===== src/rtl/queue_dispatcher_if.sv =====
// Bundle of scheduler, queue, downstream and counter signals around the queue dispatcher.
// The master side is the environment (scheduler, FWFT queues, downstream sink, monitor).
// The slave side is the dispatcher itself.
interface queue_dispatcher_if #(
  parameter int NUMBER_OF_QUEUES = 4,
  parameter int DATA_WIDTH       = 64,
  parameter int COUNTER_WIDTH    = 16
);
  localparam int SEL_WIDTH = $clog2(NUMBER_OF_QUEUES);

  // Scheduler selection
  logic                                  sched_valid;
  logic [SEL_WIDTH-1:0]                  sched_selection;

  // FWFT queue heads and pop strobes
  logic [NUMBER_OF_QUEUES-1:0]           q_empty;
  logic [NUMBER_OF_QUEUES*DATA_WIDTH-1:0] q_head;
  logic [NUMBER_OF_QUEUES-1:0]           q_pop;

  // Downstream valid/ready output
  logic                                  m_valid;
  logic                                  m_ready;
  logic [DATA_WIDTH-1:0]                 m_data;
  logic [SEL_WIDTH-1:0]                  m_queue_id;

  // Measurement counters
  logic [SEL_WIDTH-1:0]                  cnt_sel;
  logic [COUNTER_WIDTH-1:0]              cnt_value;
  logic [COUNTER_WIDTH-1:0]              stale_count;
  logic                                  cnt_clear;

  modport master (
    output sched_valid, sched_selection, q_empty, q_head, m_ready, cnt_sel, cnt_clear,
    input  q_pop, m_valid, m_data, m_queue_id, cnt_value, stale_count
  );

  modport slave (
    input  sched_valid, sched_selection, q_empty, q_head, m_ready, cnt_sel, cnt_clear,
    output q_pop, m_valid, m_data, m_queue_id, cnt_value, stale_count
  );
endinterface


===== src/rtl/queue_dispatcher.sv =====
// Consumer end of the queue-selection path: pops the head of the queue chosen by the
// scheduler and forwards it through a single valid/ready output register.
// Also keeps saturating per-queue grant counters and a stale-selection counter.
module queue_dispatcher #(
  parameter int NUMBER_OF_QUEUES = 4,
  parameter int DATA_WIDTH       = 64,
  parameter int COUNTER_WIDTH    = 16
) (
  input logic              clock,
  input logic              reset,
  queue_dispatcher_if.slave bus
);
  localparam int SEL_WIDTH = $clog2(NUMBER_OF_QUEUES);
  localparam logic [COUNTER_WIDTH-1:0] COUNT_MAX = {COUNTER_WIDTH{1'b1}};

  typedef enum logic {
    EMPTY = 1'b0,
    FULL  = 1'b1
  } state_t;

  state_t                   state_q;
  logic [DATA_WIDTH-1:0]    m_data_q;
  logic [SEL_WIDTH-1:0]     m_queue_id_q;

  logic [COUNTER_WIDTH-1:0] grant_q [NUMBER_OF_QUEUES];
  logic [COUNTER_WIDTH-1:0] grant_d [NUMBER_OF_QUEUES];
  logic [COUNTER_WIDTH-1:0] stale_q;
  logic [COUNTER_WIDTH-1:0] stale_d;

  logic                     sel_empty;
  logic [DATA_WIDTH-1:0]    sel_head;
  logic                     can_load;
  logic                     take;
  logic                     stale;
  logic [NUMBER_OF_QUEUES-1:0] pop;

  // Select the addressed queue's head and empty flag, then decide pop / stale for this cycle.
  // Reset gates the pop so no queue loses an entry while the dispatcher is being reset.
  always_comb begin
    sel_empty = 1'b1;
    sel_head  = '0;
    for (int i = 0; i < NUMBER_OF_QUEUES; i++) begin
      if (bus.sched_selection == SEL_WIDTH'(i)) begin
        sel_empty = bus.q_empty[i];
        sel_head  = bus.q_head[i*DATA_WIDTH +: DATA_WIDTH];
      end
    end
    can_load = (state_q == EMPTY) || bus.m_ready;
    take     = !reset && bus.sched_valid && !sel_empty && can_load;
    stale    = bus.sched_valid && sel_empty;
    pop      = '0;
    if (take) begin
      pop[bus.sched_selection] = 1'b1;
    end
  end

  // Output register FSM: load on take, drain when the sink accepts without a refill.
  always_ff @(posedge clock) begin
    if (reset) begin
      state_q      <= EMPTY;
      m_data_q     <= '0;
      m_queue_id_q <= '0;
    end else begin
      case (state_q)
        EMPTY: begin
          if (take) begin
            state_q      <= FULL;
            m_data_q     <= sel_head;
            m_queue_id_q <= bus.sched_selection;
          end
        end
        FULL: begin
          if (take) begin
            m_data_q     <= sel_head;
            m_queue_id_q <= bus.sched_selection;
          end else if (bus.m_ready) begin
            state_q <= EMPTY;
          end
        end
        default: begin
          state_q <= EMPTY;
        end
      endcase
    end
  end

  // Next counter values: clear wins over increment, and every counter sticks at its maximum.
  always_comb begin
    for (int i = 0; i < NUMBER_OF_QUEUES; i++) begin
      grant_d[i] = grant_q[i];
      if (bus.cnt_clear) begin
        grant_d[i] = '0;
      end else if (pop[i] && (grant_q[i] != COUNT_MAX)) begin
        grant_d[i] = grant_q[i] + COUNTER_WIDTH'(1);
      end
    end
    stale_d = stale_q;
    if (bus.cnt_clear) begin
      stale_d = '0;
    end else if (stale && (stale_q != COUNT_MAX)) begin
      stale_d = stale_q + COUNTER_WIDTH'(1);
    end
  end

  // Register the grant and stale counters.
  always_ff @(posedge clock) begin
    if (reset) begin
      for (int i = 0; i < NUMBER_OF_QUEUES; i++) begin
        grant_q[i] <= '0;
      end
      stale_q <= '0;
    end else begin
      for (int i = 0; i < NUMBER_OF_QUEUES; i++) begin
        grant_q[i] <= grant_d[i];
      end
      stale_q <= stale_d;
    end
  end

  assign bus.q_pop       = pop;
  assign bus.m_valid     = (state_q == FULL);
  assign bus.m_data      = m_data_q;
  assign bus.m_queue_id  = m_queue_id_q;
  assign bus.cnt_value   = grant_q[bus.cnt_sel];
  assign bus.stale_count = stale_q;
endmodule


===== src/flat_wrapper.sv =====
// flat-port wrapper written by rule: the top's interface ports become plain ports
module queue_dispatcher_flat 
#(
  parameter int NUMBER_OF_QUEUES = 4,
  parameter int DATA_WIDTH       = 64,
  parameter int COUNTER_WIDTH    = 16
)
  (clock, reset, bus_sched_valid, bus_sched_selection, bus_q_empty, bus_q_head, bus_m_ready, bus_cnt_sel, bus_cnt_clear, bus_q_pop, bus_m_valid, bus_m_data, bus_m_queue_id, bus_cnt_value, bus_stale_count);
  queue_dispatcher_if #(.NUMBER_OF_QUEUES(NUMBER_OF_QUEUES), .DATA_WIDTH(DATA_WIDTH), .COUNTER_WIDTH(COUNTER_WIDTH)) bus_i ();
  input logic clock;
  input logic reset;
  input wire logic [$bits(bus_i.sched_valid)-1:0] bus_sched_valid;
  input wire logic [$bits(bus_i.sched_selection)-1:0] bus_sched_selection;
  input wire logic [$bits(bus_i.q_empty)-1:0] bus_q_empty;
  input wire logic [$bits(bus_i.q_head)-1:0] bus_q_head;
  input wire logic [$bits(bus_i.m_ready)-1:0] bus_m_ready;
  input wire logic [$bits(bus_i.cnt_sel)-1:0] bus_cnt_sel;
  input wire logic [$bits(bus_i.cnt_clear)-1:0] bus_cnt_clear;
  output wire logic [$bits(bus_i.q_pop)-1:0] bus_q_pop;
  output wire logic [$bits(bus_i.m_valid)-1:0] bus_m_valid;
  output wire logic [$bits(bus_i.m_data)-1:0] bus_m_data;
  output wire logic [$bits(bus_i.m_queue_id)-1:0] bus_m_queue_id;
  output wire logic [$bits(bus_i.cnt_value)-1:0] bus_cnt_value;
  output wire logic [$bits(bus_i.stale_count)-1:0] bus_stale_count;
  assign bus_i.sched_valid = bus_sched_valid;
  assign bus_i.sched_selection = bus_sched_selection;
  assign bus_i.q_empty = bus_q_empty;
  assign bus_i.q_head = bus_q_head;
  assign bus_i.m_ready = bus_m_ready;
  assign bus_i.cnt_sel = bus_cnt_sel;
  assign bus_i.cnt_clear = bus_cnt_clear;
  assign bus_q_pop = bus_i.q_pop;
  assign bus_m_valid = bus_i.m_valid;
  assign bus_m_data = bus_i.m_data;
  assign bus_m_queue_id = bus_i.m_queue_id;
  assign bus_cnt_value = bus_i.cnt_value;
  assign bus_stale_count = bus_i.stale_count;
  queue_dispatcher #(.NUMBER_OF_QUEUES(NUMBER_OF_QUEUES), .DATA_WIDTH(DATA_WIDTH), .COUNTER_WIDTH(COUNTER_WIDTH)) u_core (.clock(clock), .reset(reset), .bus(bus_i));
endmodule

===== config.mk =====
export PLATFORM = sky130hd
export DESIGN_NAME = queue_dispatcher_flat
export DESIGN_NICKNAME = d
export VERILOG_FILES = /design/src/rtl/queue_dispatcher_if.sv /design/src/rtl/queue_dispatcher.sv /design/src/flat_wrapper.sv
export SDC_FILE = /design/constraint.sdc
export NUM_CORES = 1
export LEC_CHECK = 0
export CAP_MARGIN = 20
export CORE_ASPECT_RATIO = 0.9
export CORE_MARGIN = 4
export CORE_UTILIZATION = 39
export DETAILED_ROUTE_END_ITERATION = 6
export PLACE_DENSITY = 0.79
export SLEW_MARGIN = 20
export SYNTH_ARGS = -nofsm -noshare
export SYNTH_HDL_FRONTEND = slang
export SYNTH_SLANG_ARGS = --single-unit

===== constraint.sdc =====
create_clock -name clock -period 2.2 [get_ports clock]
set_input_delay 0.44 -clock clock [delete_from_list [all_inputs] [get_ports clock]]
set_output_delay 0.44 -clock clock [all_outputs]
set_load 0.01 [all_outputs]

; ---- Word-level counts from Yosys, hierarchy flattened
; Memory sizes are Yosys's and may differ from the RTL's.
; Index checks and enable logic that the tools add are counted.
[word_totals]
memories = 1
register_bits = 83
input_bits = 269
ramBits = 64
output_inout_bits = 103
word_cells = 72
[mem_list]
columns = memory, words, word_bits, rd, rd_ports_with_merged_regs, wr, line
row1 = u_core.grant_q, 4, 16, 5, 0, 4, queue_dispatcher.sv:25  ; logic [COUNTER_WIDTH-1:0] grant_q [NUMBER_OF_QUEUES];
[classes]
order_cmp = 2
reduce_logical = 15
add_sub_neg = 5
n_bitwise = 5
muxes = 32
n_eq_ne = 8
[ops]
columns = op, n
row1 = two-way mux 64 bit, 5
row2 = two-way mux 16 bit, 12
row3 = "adder 16 x 1 -> 16 bit, second input constant", 5
row4 = "inequality test 16 bit, second input constant", 5
row5 = two-way mux 1 bit, 11
row6 = logical AND 1 bit, 10
row7 = "equality test 2 bit, second input constant", 2
row8 = two-way mux 4 bit, 1
row9 = OR 1 bit, 4
row10 = "less-than comparator 2 x 3 -> 1 bit, second input constant", 1
row11 = demux 1 bit (select 2 bit), 1
row12 = "equality test 2 x 1 -> 1 bit, second input constant", 1
row13 = ">= comparator 2 x 1 -> 1 bit, second input constant", 1
row14 = logical NOT 1 bit, 2
row15 = logical NOT 2 bit, 1
row16 = two-way mux 2 bit, 1
row17 = one-hot mux 1 bit (2 select lines), 1
row18 = OR reduction 2 bit, 1
row19 = logical OR 1 bit, 1
row20 = inverter 1 bit, 1

; ---- Logic depth before layout (Yosys ltp)
; Gate-level depths: netlist of the first run.
[depth]
word_depth = 13
ltp_mapped = 8
mapped_depth_nobuf = 6

; ---- Least setup slack after synthesis of the first run
; Ideal clock, no wire load.
[synth_timing]
path_type = input to output
startpoint = input port bus_cnt_sel[0]
endpoint = output port bus_cnt_value[10]
required_time_ns = 1.760
path_slack_ns = -0.183
stages = 3
arrival_ns = 1.943
n_path_buf = 2
path_cell_list = clkbuf_1 > buf_1 > mux4_2
[synth_via]
elab_chain_len = 1
[synth_rtl]
columns = item, line
row1 = "start, declared", flat_wrapper.sv:17  ; input wire logic [$bits(bus_i.cnt_sel)-1:0] bus_cnt_sel;
row2 = memory read (4 x 16 bit), -
row3 = "end, declared", flat_wrapper.sv:23  ; output wire logic [$bits(bus_i.cnt_value)-1:0] bus_cnt_value;
; No other way between the ends.

; ---- Final worst setup path of the first run
[layout_timing]
startpoint = input port bus_q_empty[2]
endpoint = output port bus_q_pop[2]
[layout_via]
elab_chain_len = 6
[layout_rtl]
columns = item, line
row1 = "start, declared", flat_wrapper.sv:14  ; input wire logic [$bits(bus_i.q_empty)-1:0] bus_q_empty;
row2 = two-way mux 1 bit (2 in a row), queue_dispatcher.sv:43  ; if (bus.sched_selection == SEL_WIDTH'(i)) begin
row3 = logical NOT 1 bit, queue_dispatcher.sv:49  ; take = !reset && bus.sched_valid && !sel_empty && can_load;
row4 = logical AND 1 bit (2 in a row), queue_dispatcher.sv:49
row5 = two-way mux 4 bit, queue_dispatcher.sv:52  ; if (take) begin
row6 = "end, declared", flat_wrapper.sv:19  ; output wire logic [$bits(bus_i.q_pop)-1:0] bus_q_pop;
; No other way between the ends.

==> impl_metrics.env, run 1 <==
export IMPL_status="completed"
export IMPL_synth_fp_nets=1185
export IMPL_seq_area_frac_synth_pct=35.4
export IMPL_grt_max_degree=63
export IMPL_tightest_slew_ns=0.900
export IMPL_seqPwrFrac_pct=38.8
export IMPL_antenna_found_initial=13
export IMPL_wl_per_cell_um=22.1
export IMPL_critPathLaunchType="input pin"
export IMPL_synth_flop_cell="dfxtp_1"
export IMPL_cts_hold_buf=0
export IMPL_crit_fanout=3
export IMPL_synth_top_area_cell="dfxtp_1"
export IMPL_hold_depth=2
export IMPL_synth_edf_count=0
export IMPL_layout_min_cycle_time_ns=2.13
export IMPL_fillCellCount=1762
export IMPL_cts_buffers=17
export IMPL_maxCapViolCount=0
export IMPL_yosysMostFrequentCell="dfxtp_1"
export IMPL_multi_input_area_um2=5120
export IMPL_ir_worst_vdd_uv=437
export IMPL_worstPathRequired_ns=1.76
export IMPL_dr_pass1_iters=5
export IMPL_drv_slew=0
export IMPL_clock_skew_ns=0.00770
export IMPL_dp_slack_ns=-0.529
export IMPL_cts_tree="yes"
export IMPL_core_area_um2=20900
export IMPL_htree_levels=4
export IMPL_portBuffers=371
export IMPL_grt_overflow=0
export IMPL_final_util_pct=64.6
export IMPL_hold_path_class="reg -> reg"
export IMPL_drive_above_1_share_pct=18.1
export IMPL_switching_share_pct=25.8
export IMPL_clk_insertion_delay_late_ns=0.43
export IMPL_vias_per_cell=5.63
export IMPL_hold_viol=0
export IMPL_synth_seq_cells=147
export IMPL_internal_power_mw=5.30
export IMPL_rsz0062_at_grt="false"
export IMPL_drc=0
export IMPL_fin_crit_sh_pct=96.8
export IMPL_syn_avg_cell_area_um2=9.12
export IMPL_async_reset_ff_share_pct=0
export IMPL_p_switching_mw=1.84
export IMPL_die_area_um2=23700
export IMPL_initial_core_util_pct=39.8
export IMPL_power_density_nw_per_um2=529
export IMPL_fin_nets=1590
export IMPL_clkSlewWorstSetupHoldPaths_ns=0.07
export IMPL_fin_cells=1628
export IMPL_cts_buffer_depth=2
export IMPL_ys_warn_count=0
export IMPL_maxSlewHeadroom_pct=40.0
export IMPL_max_freq_mhz=469
export IMPL_synth_area_leaders="dfxtp_1 (35%), mux4_2 (14%), nor2_1 (6.2%)"
export IMPL_cts_root_buf="clkbuf_16"
export IMPL_die_w_um=162
export IMPL_boundaryPins=372
export IMPL_grt_pass1_vias=8979
export IMPL_synth_top_cell_area_share_pct=35.4
export IMPL_grt_pass1_wl_um=52900
export IMPL_die_y_um=146
export IMPL_fin_ws_ns=0.0695
export IMPL_gp_congestion=0.958
export IMPL_crit_path_end_kind="primary output"
export IMPL_yosysUniqueCellTypes=56
export IMPL_cts_num_sinks=147
export IMPL_register_area_um2=2940
export IMPL_combPwrFrac_pct=18.8
export IMPL_arrival_ns=1.69
export IMPL_clkPwrFrac_pct=42.4
export IMPL_yosys_top_cells_count="dfxtp_1 (147), nor2_1 (137), nand2_1 (105)"
export IMPL_rows=50
export IMPL_worstSetupPathType="in -> out"
export IMPL_num_vias=9169
export IMPL_reg2reg_depth=8
export IMPL_syn_to_final_growth_pct=62.3
export IMPL_syn_instance_count=911
export IMPL_initialDrtViolationCount=786
export IMPL_syn_cell_area_um2=8310
export IMPL_p_leak_nw=4.65
export IMPL_drtAntennaViolNets=0
export IMPL_totalWireLength_um=35900
export IMPL_placedCellCount=1571
export IMPL_finalSetupViolCount=0
export IMPL_track_usage_pct=29.0
export IMPL_dp_hpwl_um=27900
==> stage by stage <==
stage                     hold slack (ns)  power [mW]  TNS (ns)  instance area, µm²
after floorplan                     0.458        3.32         0                8310
after global placement              0.441        4.10    -29.36               12700
after detailed placement            0.446        4.12    -34.20               12700
after CTS                           0.455        7.15         0               13400
after global routing                0.479        7.38         0               13500
final                               0.456        7.14         0               13500
==> final timing paths <==
path / to / from / slack [ns]
hold reg to reg: u_core.bus.m_data[44]$_SDFFE_PP0P_ / u_core.bus.m_data[44]$_SDFFE_PP0P_ / 0.46
setup reg to reg: u_core.grant_q[1][14]$_SDFFE_PP0P_ / u_core.bus.m_valid$_SDFF_PP0_ / 0.18
setup / recovery: bus_q_pop[2] / bus_q_empty[2] / 0.07
hold / removal: u_core.bus.m_data[44]$_SDFFE_PP0P_ / u_core.bus.m_data[44]$_SDFFE_PP0P_ / 0.46
==> layout by cell type (no fill, tap or decap), types with 7 or more instances in the layout <==
cell             Yosys  routed
o22ai_1             30      30
nor2_1             137     137
a21oi_1             48      48
dfxtp_1            147     147
a2111oi_2           14      18
nand4_1             31      31
mux2_2              31      31
nand3_1             27      25
a31oi_1              7       7
mux4_2              51      51
xor2_1              12      12
and4_1              10      10
clkdlybuf4s50_1      0     342
inv_1               11      11
buf_4                5      72
inv_6                0       7
nor4_1              20      19
nor3_1              19      19
diode_2              0      13
dlygate4sd2_1        0      13
a2111oi_0           20      15
clkbuf_16            0      18
nand2_1            105     105
o21ai_0              9       9
xnor2_1             43      43
==> worst max-delay path, cell delays in order <==
cell	delay (ns)
dlygate4sd2_1	0.26
or3b_1	0.40
or3_4	0.41
inv_1	0.06
buf_2	0.12
==> kinds of logic after synthesis <==
logic type / Yosys count / share of synthesized area [%]
AND/OR/NAND/NOR: 389 / 22.1
buffers and inverters: 75 / 3.91
multiplexers: 87 / 18.6
flip-flops: 147 / 35.4
AO/OA/AOI/OAI: 153 / 13.4
adder cells (fa/ha/maj): 5 / 0.753
XOR/XNOR: 55 / 5.80
==> per-layer routing <==
metal	share of wire (%)	GRT usage [%]
met5	0	0
met4	2.9	11.1
met1	40	37.6
met2	48	46.6
met3	9.1	7.37
==> state kept, by name, summed over array words and instances (netlist names) <==
| register | flops |
|---|---|
| u_core.bus.m_valid | 1 |
| u_core.bus.m_queue_id | 2 |
| u_core.grant_q | 64 |
| u_core.bus.stale_count | 16 |
| u_core.bus.m_data | 64 |
==> power by group through the flow <==
| stage | clock, mW | combinational, mW | sequential, mW |
|---|---|---|---|
| after floorplan | 0 | 0.468 | 2.85 |
| after global placement | 0 | 1.27 | 2.83 |
| after detailed placement | 0 | 1.29 | 2.83 |
| after CTS | 3.07 | 1.32 | 2.77 |
| after global routing | 3.18 | 1.42 | 2.78 |
| final | 3.03 | 1.34 | 2.77 |
==> area by class of cell <==
class	count	area share, %
Multi-Input combinational cell	689	38.0
Timing Repair Buffer	450	32.6
Sequential cell	147	21.8
Clock buffer	18	3.26
Tap cell	286	2.65
Clock inverter	14	1.21
Inverter	11	0.306
Antenna cell	13	0.241
==> repair_timing <==
| action | CTS | global route |
|---|---|---|
| endpoints found under the setup margin | 20 | 23 |
| resized for setup | 56 | 10 |
| pin swaps | 3 | 2 |
| setup buffers | 8 | 1 |
| gates cloned | 1 | 2 |
(Power assumes the default switching activity.)
==> run 2: changes to the inputs <==
REMOVE_ABC_BUFFERS = 1   (was unset)
TNS_END_PERCENT = 5   (was unset)
==> impl_metrics.env, run 2 (synthesized netlist as in run 1, its figures left out) <==
export IMPL_cts_hold_buf=0
export IMPL_switching_share_pct=25.5
export IMPL_htree_levels=4
export IMPL_rsz0062_at_grt="true"
export IMPL_dp_slack_ns=-0.550
export IMPL_placedCellCount=1563
export IMPL_track_usage_pct=27.3
export IMPL_drc=0
export IMPL_fin_crit_sh_pct=99.4
export IMPL_path_cells="dlygate4sd2_1 -> or3b_4 -> or3_4 -> inv_1 -> clkdlybuf4s15_2"
export IMPL_arrival_ns=1.75
export IMPL_antenna_found_initial=6
export IMPL_vias_per_cell=5.54
export IMPL_num_vias=8862
export IMPL_total_power_mw=7.06
export IMPL_initialDrtViolationCount=614
export IMPL_cts_buffer_depth=2
export IMPL_p_switching_mw=1.80
export IMPL_slowest_delay_ns=0.39
export IMPL_portBuffers=371
export IMPL_crit_fanout=3
export IMPL_layout_commonest_cell="clkdlybuf4s50_1"
export IMPL_die_y_um=146
export IMPL_cts_root_buf="clkbuf_16"
export IMPL_wl_per_cell_um=20.9
export IMPL_fin_nets=1571
export IMPL_fin_cells=1601
export IMPL_cts_num_sinks=147
export IMPL_boundaryPins=372
export IMPL_status="completed"
export IMPL_crit_path_top_delay_cell="or3b_4"
export IMPL_internal_power_mw=5.26
export IMPL_clkPwrFrac_pct=42.2
export IMPL_ir_worst_vdd_uv=459
export IMPL_grt_pass1_wl_um=50500
export IMPL_grt_pass1_vias=8726
export IMPL_dp_hpwl_um=26400
export IMPL_cts_setup_buffers=0
export IMPL_drive_above_1_share_pct=16.3
export IMPL_critPathLaunchType="input pin"
export IMPL_hold_viol=0
export IMPL_p_leak_nw=4.58
export IMPL_power_density_nw_per_um2=530
export IMPL_worstPathRequired_ns=1.76
export IMPL_finalSetupViolCount=0
export IMPL_initial_core_util_pct=39.8
export IMPL_cts_tree="yes"
export IMPL_tightest_slew_ns=0.918
export IMPL_worstSetupPathType="in -> out"
export IMPL_seqPwrFrac_pct=39.2
export IMPL_register_area_um2=2940
export IMPL_die_w_um=162
export IMPL_cts_buffers=17
export IMPL_core_area_um2=20900
export IMPL_grt_overflow=0
export IMPL_multi_input_area_um2=5090
export IMPL_combPwrFrac_pct=18.6
export IMPL_max_freq_mhz=457
export IMPL_dr_pass1_iters=7
export IMPL_die_area_um2=23700
export IMPL_drtAntennaViolNets=0
export IMPL_fin_ws_ns=0.0131
export IMPL_maxSlewHeadroom_pct=38.8
export IMPL_maxCapViolCount=0
export IMPL_final_cell_mix="clkdlybuf4s50_1 (344), dfxtp_1 (147), nor2_1 (137), nand2_1 (105)"
export IMPL_fillCellCount=1769
export IMPL_grt_max_degree=69
export IMPL_clock_skew_ns=0.00907
export IMPL_gp_congestion=0.953
export IMPL_clkSlewWorstSetupHoldPaths_ns=0.06
export IMPL_hold_path_class="in -> reg"
export IMPL_crit_path_end_kind="primary output"
export IMPL_rows=50
export IMPL_layout_min_cycle_time_ns=2.19
export IMPL_clk_insertion_delay_late_ns=0.42
export IMPL_totalWireLength_um=33500
export IMPL_drv_slew=0
export IMPL_syn_to_final_growth_pct=60.2
==> run 2: changes by cell type in the layout (fill, tap and decap cells not counted), moves of 3 or more <==
cell           previous run  this run
a2111oi_2                18        14
buf_2                     4         1
buf_12                    6         9
inv_6                     7         4
diode_2                  13         5
dlygate4sd2_1            13        16
buf_4                    72        51
==> run 2: per-layer routing <==
metal	vias to the layer above	track usage (%)	share of wire, %
met4	2	13.0	4.5
met1	4243	32.8	38
met3	70	7.73	9.1
met2	387	45.2	48
li1	4160	-	-
met5	-	0	0.021
==> run 2: power groups by stage <==
stage	Sequential (mW)	Combinational, mW	Clock, mW
3_5_place_dp	2.82	1.30	0
6_report	2.76	1.31	2.98
4_1_cts	2.76	1.32	3.04
3_3_place_gp	2.82	1.28	0
5_1_grt	2.77	1.39	3.18
2_1_floorplan	2.85	0.382	0
==> run 2: cell type report <==
type	count	share of cell area, %
flip-flops and latches	147	22.1
diodes	5	0.0940
clock buffers	17	3.19
multi-input cells	689	38.2
clock inverters	15	1.27
inverters	11	0.310
repair buffers	431	32.1
well taps	286	2.69
==> run 2: worst paths after layout <==
| kind | start | to | slack (ns) | depth (start not counted) |
|---|---|---|---|---|
| setup reg to reg | u_core.grant_q[1][6]$_SDFFE_PP0P_ | u_core.grant_q[1][14]$_SDFFE_PP0P_ | 0.23 | 5 |
| setup / recovery | bus_q_empty[2] | bus_q_pop[2] | 0.01 | 5 |
| hold reg to reg | u_core.bus.m_data[12]$_SDFFE_PP0P_ | u_core.bus.m_data[12]$_SDFFE_PP0P_ | 0.45 | 2 |
| hold / removal | bus_sched_valid | u_core.bus.m_valid$_SDFF_PP0_ | 0.36 | 3 |
==> run 2: timing repair <==
action                                  CTS  global route
endpoints found under the setup margin   20             9
resized for setup                        38             8
pin swaps                                 0             1
gates cloned                              1             0
endpoints found under the hold margin     0             0
==> run 2: worst max-delay path: cells and delay by family <==
kind | cells | cell delay [ns]
and+or+nand+nor | 2 | 0.76
buffers and inverters | 3 | 0.54
==> run 2: stage by stage <==
stage                     setup TNS (ns)  util, %  instance area, µm²  hold slack (ns)
after floorplan                  -135.50        -                8030            0.458
after global placement            -25.09     60.6               12700            0.441
after detailed placement          -28.70     60.6               12700            0.446
after CTS                         -0.116     63.6               13300            0.413
after global routing             -0.0576     63.7               13300            0.356
final                                  0     63.7               13300            0.358
==> run 3: changes to the inputs <==
CORE_MARGIN = 3   (was 4)
==> impl_metrics.env, run 3 (synthesized netlist as in run 1, its figures left out) <==
export IMPL_critPathTopFamily="buffers and inverters"
export IMPL_final_cell_mix="clkdlybuf4s50_1 (344), dfxtp_1 (147), nor2_1 (137), nand2_1 (105), buf_4 (55)"
export IMPL_grt_pass1_vias=8670
export IMPL_clock_skew_ns=0.0133
export IMPL_rsz0062_at_grt="true"
export IMPL_gp_congestion=0.931
export IMPL_critPathLaunchType="input pin"
export IMPL_antenna_found_initial=6
export IMPL_maxCapViolCount=0
export IMPL_num_vias=8834
export IMPL_dr_pass1_iters=6
export IMPL_multi_input_area_um2=5110
export IMPL_register_area_um2=2940
export IMPL_cts_buffer_depth=2
export IMPL_ir_worst_vdd_uv=494
export IMPL_max_freq_mhz=454
export IMPL_die_w_um=160
export IMPL_clk_insertion_delay_late_ns=0.43
export IMPL_violations="negative setup slack"
export IMPL_drv_slew=0
export IMPL_layout_min_cycle_time_ns=2.20
export IMPL_status="finished, violations left"
export IMPL_p_leak_nw=4.55
export IMPL_totalWireLength_um=33000
export IMPL_hold_viol=0
export IMPL_syn_to_final_growth_pct=59.7
export IMPL_finalSetupViolCount=1
export IMPL_fillCellCount=1726
export IMPL_initial_core_util_pct=39.8
export IMPL_drtAntennaViolNets=0
export IMPL_crit_path_top_delay_cell="mux4_2"
export IMPL_placedCellCount=1561
export IMPL_drive_above_1_share_pct=16.3
export IMPL_slowest_delay_ns=0.49
export IMPL_die_y_um=144
export IMPL_cts_num_sinks=147
export IMPL_fin_nets=1570
export IMPL_cts_tree="yes"
export IMPL_worstPathRequired_ns=2.50
export IMPL_layout_commonest_cell="clkdlybuf4s50_1"
export IMPL_cts_hold_buf=0
export IMPL_htree_levels=4
export IMPL_core_area_um2=20900
export IMPL_grt_overflow=0
export IMPL_hold_path_class="in -> reg"
export IMPL_portBuffers=371
export IMPL_wl_per_cell_um=20.7
export IMPL_placed_cell_area_um2=12600
export IMPL_crit_fanout=62
export IMPL_path_cells="clkdlybuf4s50_1 -> buf_4 -> mux4_2 -> nor3_4 -> buf_12 -> nor2_1 -> a2111oi_0"
export IMPL_die_area_um2=23100
export IMPL_grt_pass1_wl_um=49700
export IMPL_cts_buffers=17
export IMPL_cts_root_buf="clkbuf_16"
export IMPL_crit_path_end_kind="flop"
export IMPL_crit_buf_inv=3
export IMPL_vias_per_cell=5.53
export IMPL_grt_max_degree=63
export IMPL_power_density_nw_per_um2=536
export IMPL_rows=50
export IMPL_track_usage_pct=27.7
export IMPL_worstSetupPathType="in -> reg"
export IMPL_fin_ws_ns=-0.000296
export IMPL_final_util_pct=63.5
export IMPL_arrival_ns=2.50
export IMPL_fin_crit_sh_pct=100
export IMPL_maxSlewHeadroom_pct=42.9
export IMPL_dp_hpwl_um=26000
export IMPL_boundaryPins=372
export IMPL_initialDrtViolationCount=680
export IMPL_drc=0
export IMPL_total_power_mw=7.12
export IMPL_fin_cells=1597
export IMPL_tightest_slew_ns=0.857
export IMPL_clkSlewWorstSetupHoldPaths_ns=0.07
export IMPL_finalInstanceArea_um2=13300
run 3: report_power, final:
part | internal (mW) | switching (mW) | total (mW)
sequential | 2.73 | 0.0363 | 2.76
clock | 1.73 | 1.32 | 3.05
combinational | 0.819 | 0.489 | 1.31
run 3: metal layers:
layer	GRT usage (%)	share of wire (%)
met5	1.45	0.28
met4	10.6	3.0
met3	8.19	9.0
met2	48.5	50
met1	32.2	38
run 3: stage by stage:
step	setup TNS (ns)	worst slack, ns	hold slack (ns)
after floorplan	-135.50	-2.26	0.458
after global placement	-31.32	-0.504	0.442
after detailed placement	-36.46	-0.525	0.446
after CTS	-0.0815	-0.0815	0.420
after global routing	-1.29	-0.105	0.432
final	-0.000296	-0.000296	0.442
run 3: what timing repair did:
| item | CTS | global route |
|---|---|---|
| pin swaps | 0 | 7 |
| gates resized for setup | 39 | 12 |
| setup endpoints to repair | 20 | 45 |
| setup buffers | 0 | 1 |
| cloned | 1 | 0 |
run 3: cell type report:
| type | count | share of cell area (%) |
|---|---|---|
| multi-input cells | 689 | 38.5 |
| repair buffers | 430 | 31.7 |
| flip-flops and latches | 147 | 22.2 |
| clock buffers | 17 | 3.20 |
| well taps | 286 | 2.70 |
| clock inverters | 15 | 1.39 |
| inverters | 11 | 0.311 |
| diodes | 2 | 0.0377 |
run 3: worst paths after layout:
path,startpoint,end,slack (ns),cells after the start
hold reg to reg,u_core.bus.m_data[22]$_SDFFE_PP0P_,u_core.bus.m_data[22]$_SDFFE_PP0P_,0.45,2
hold / removal,reset,u_core.grant_q[0][15]$_SDFFE_PP0P_,0.44,3
setup reg to reg,u_core.grant_q[2][1]$_SDFFE_PP0P_,u_core.grant_q[2][15]$_SDFFE_PP0P_,0.15,6
setup / recovery,bus_q_empty[1],u_core.bus.m_data[3]$_SDFFE_PP0P_,-0.0003,7
run 3: worst register-to-register path, cell delays in order (launching register included):
cell and delay (ns):
dfxtp_1 0.42, ha_1 0.25, nand2_1 0.17, nor2_1 0.58, a211oi_4 0.18, a31o_2 0.28, a21oi_1 0.11
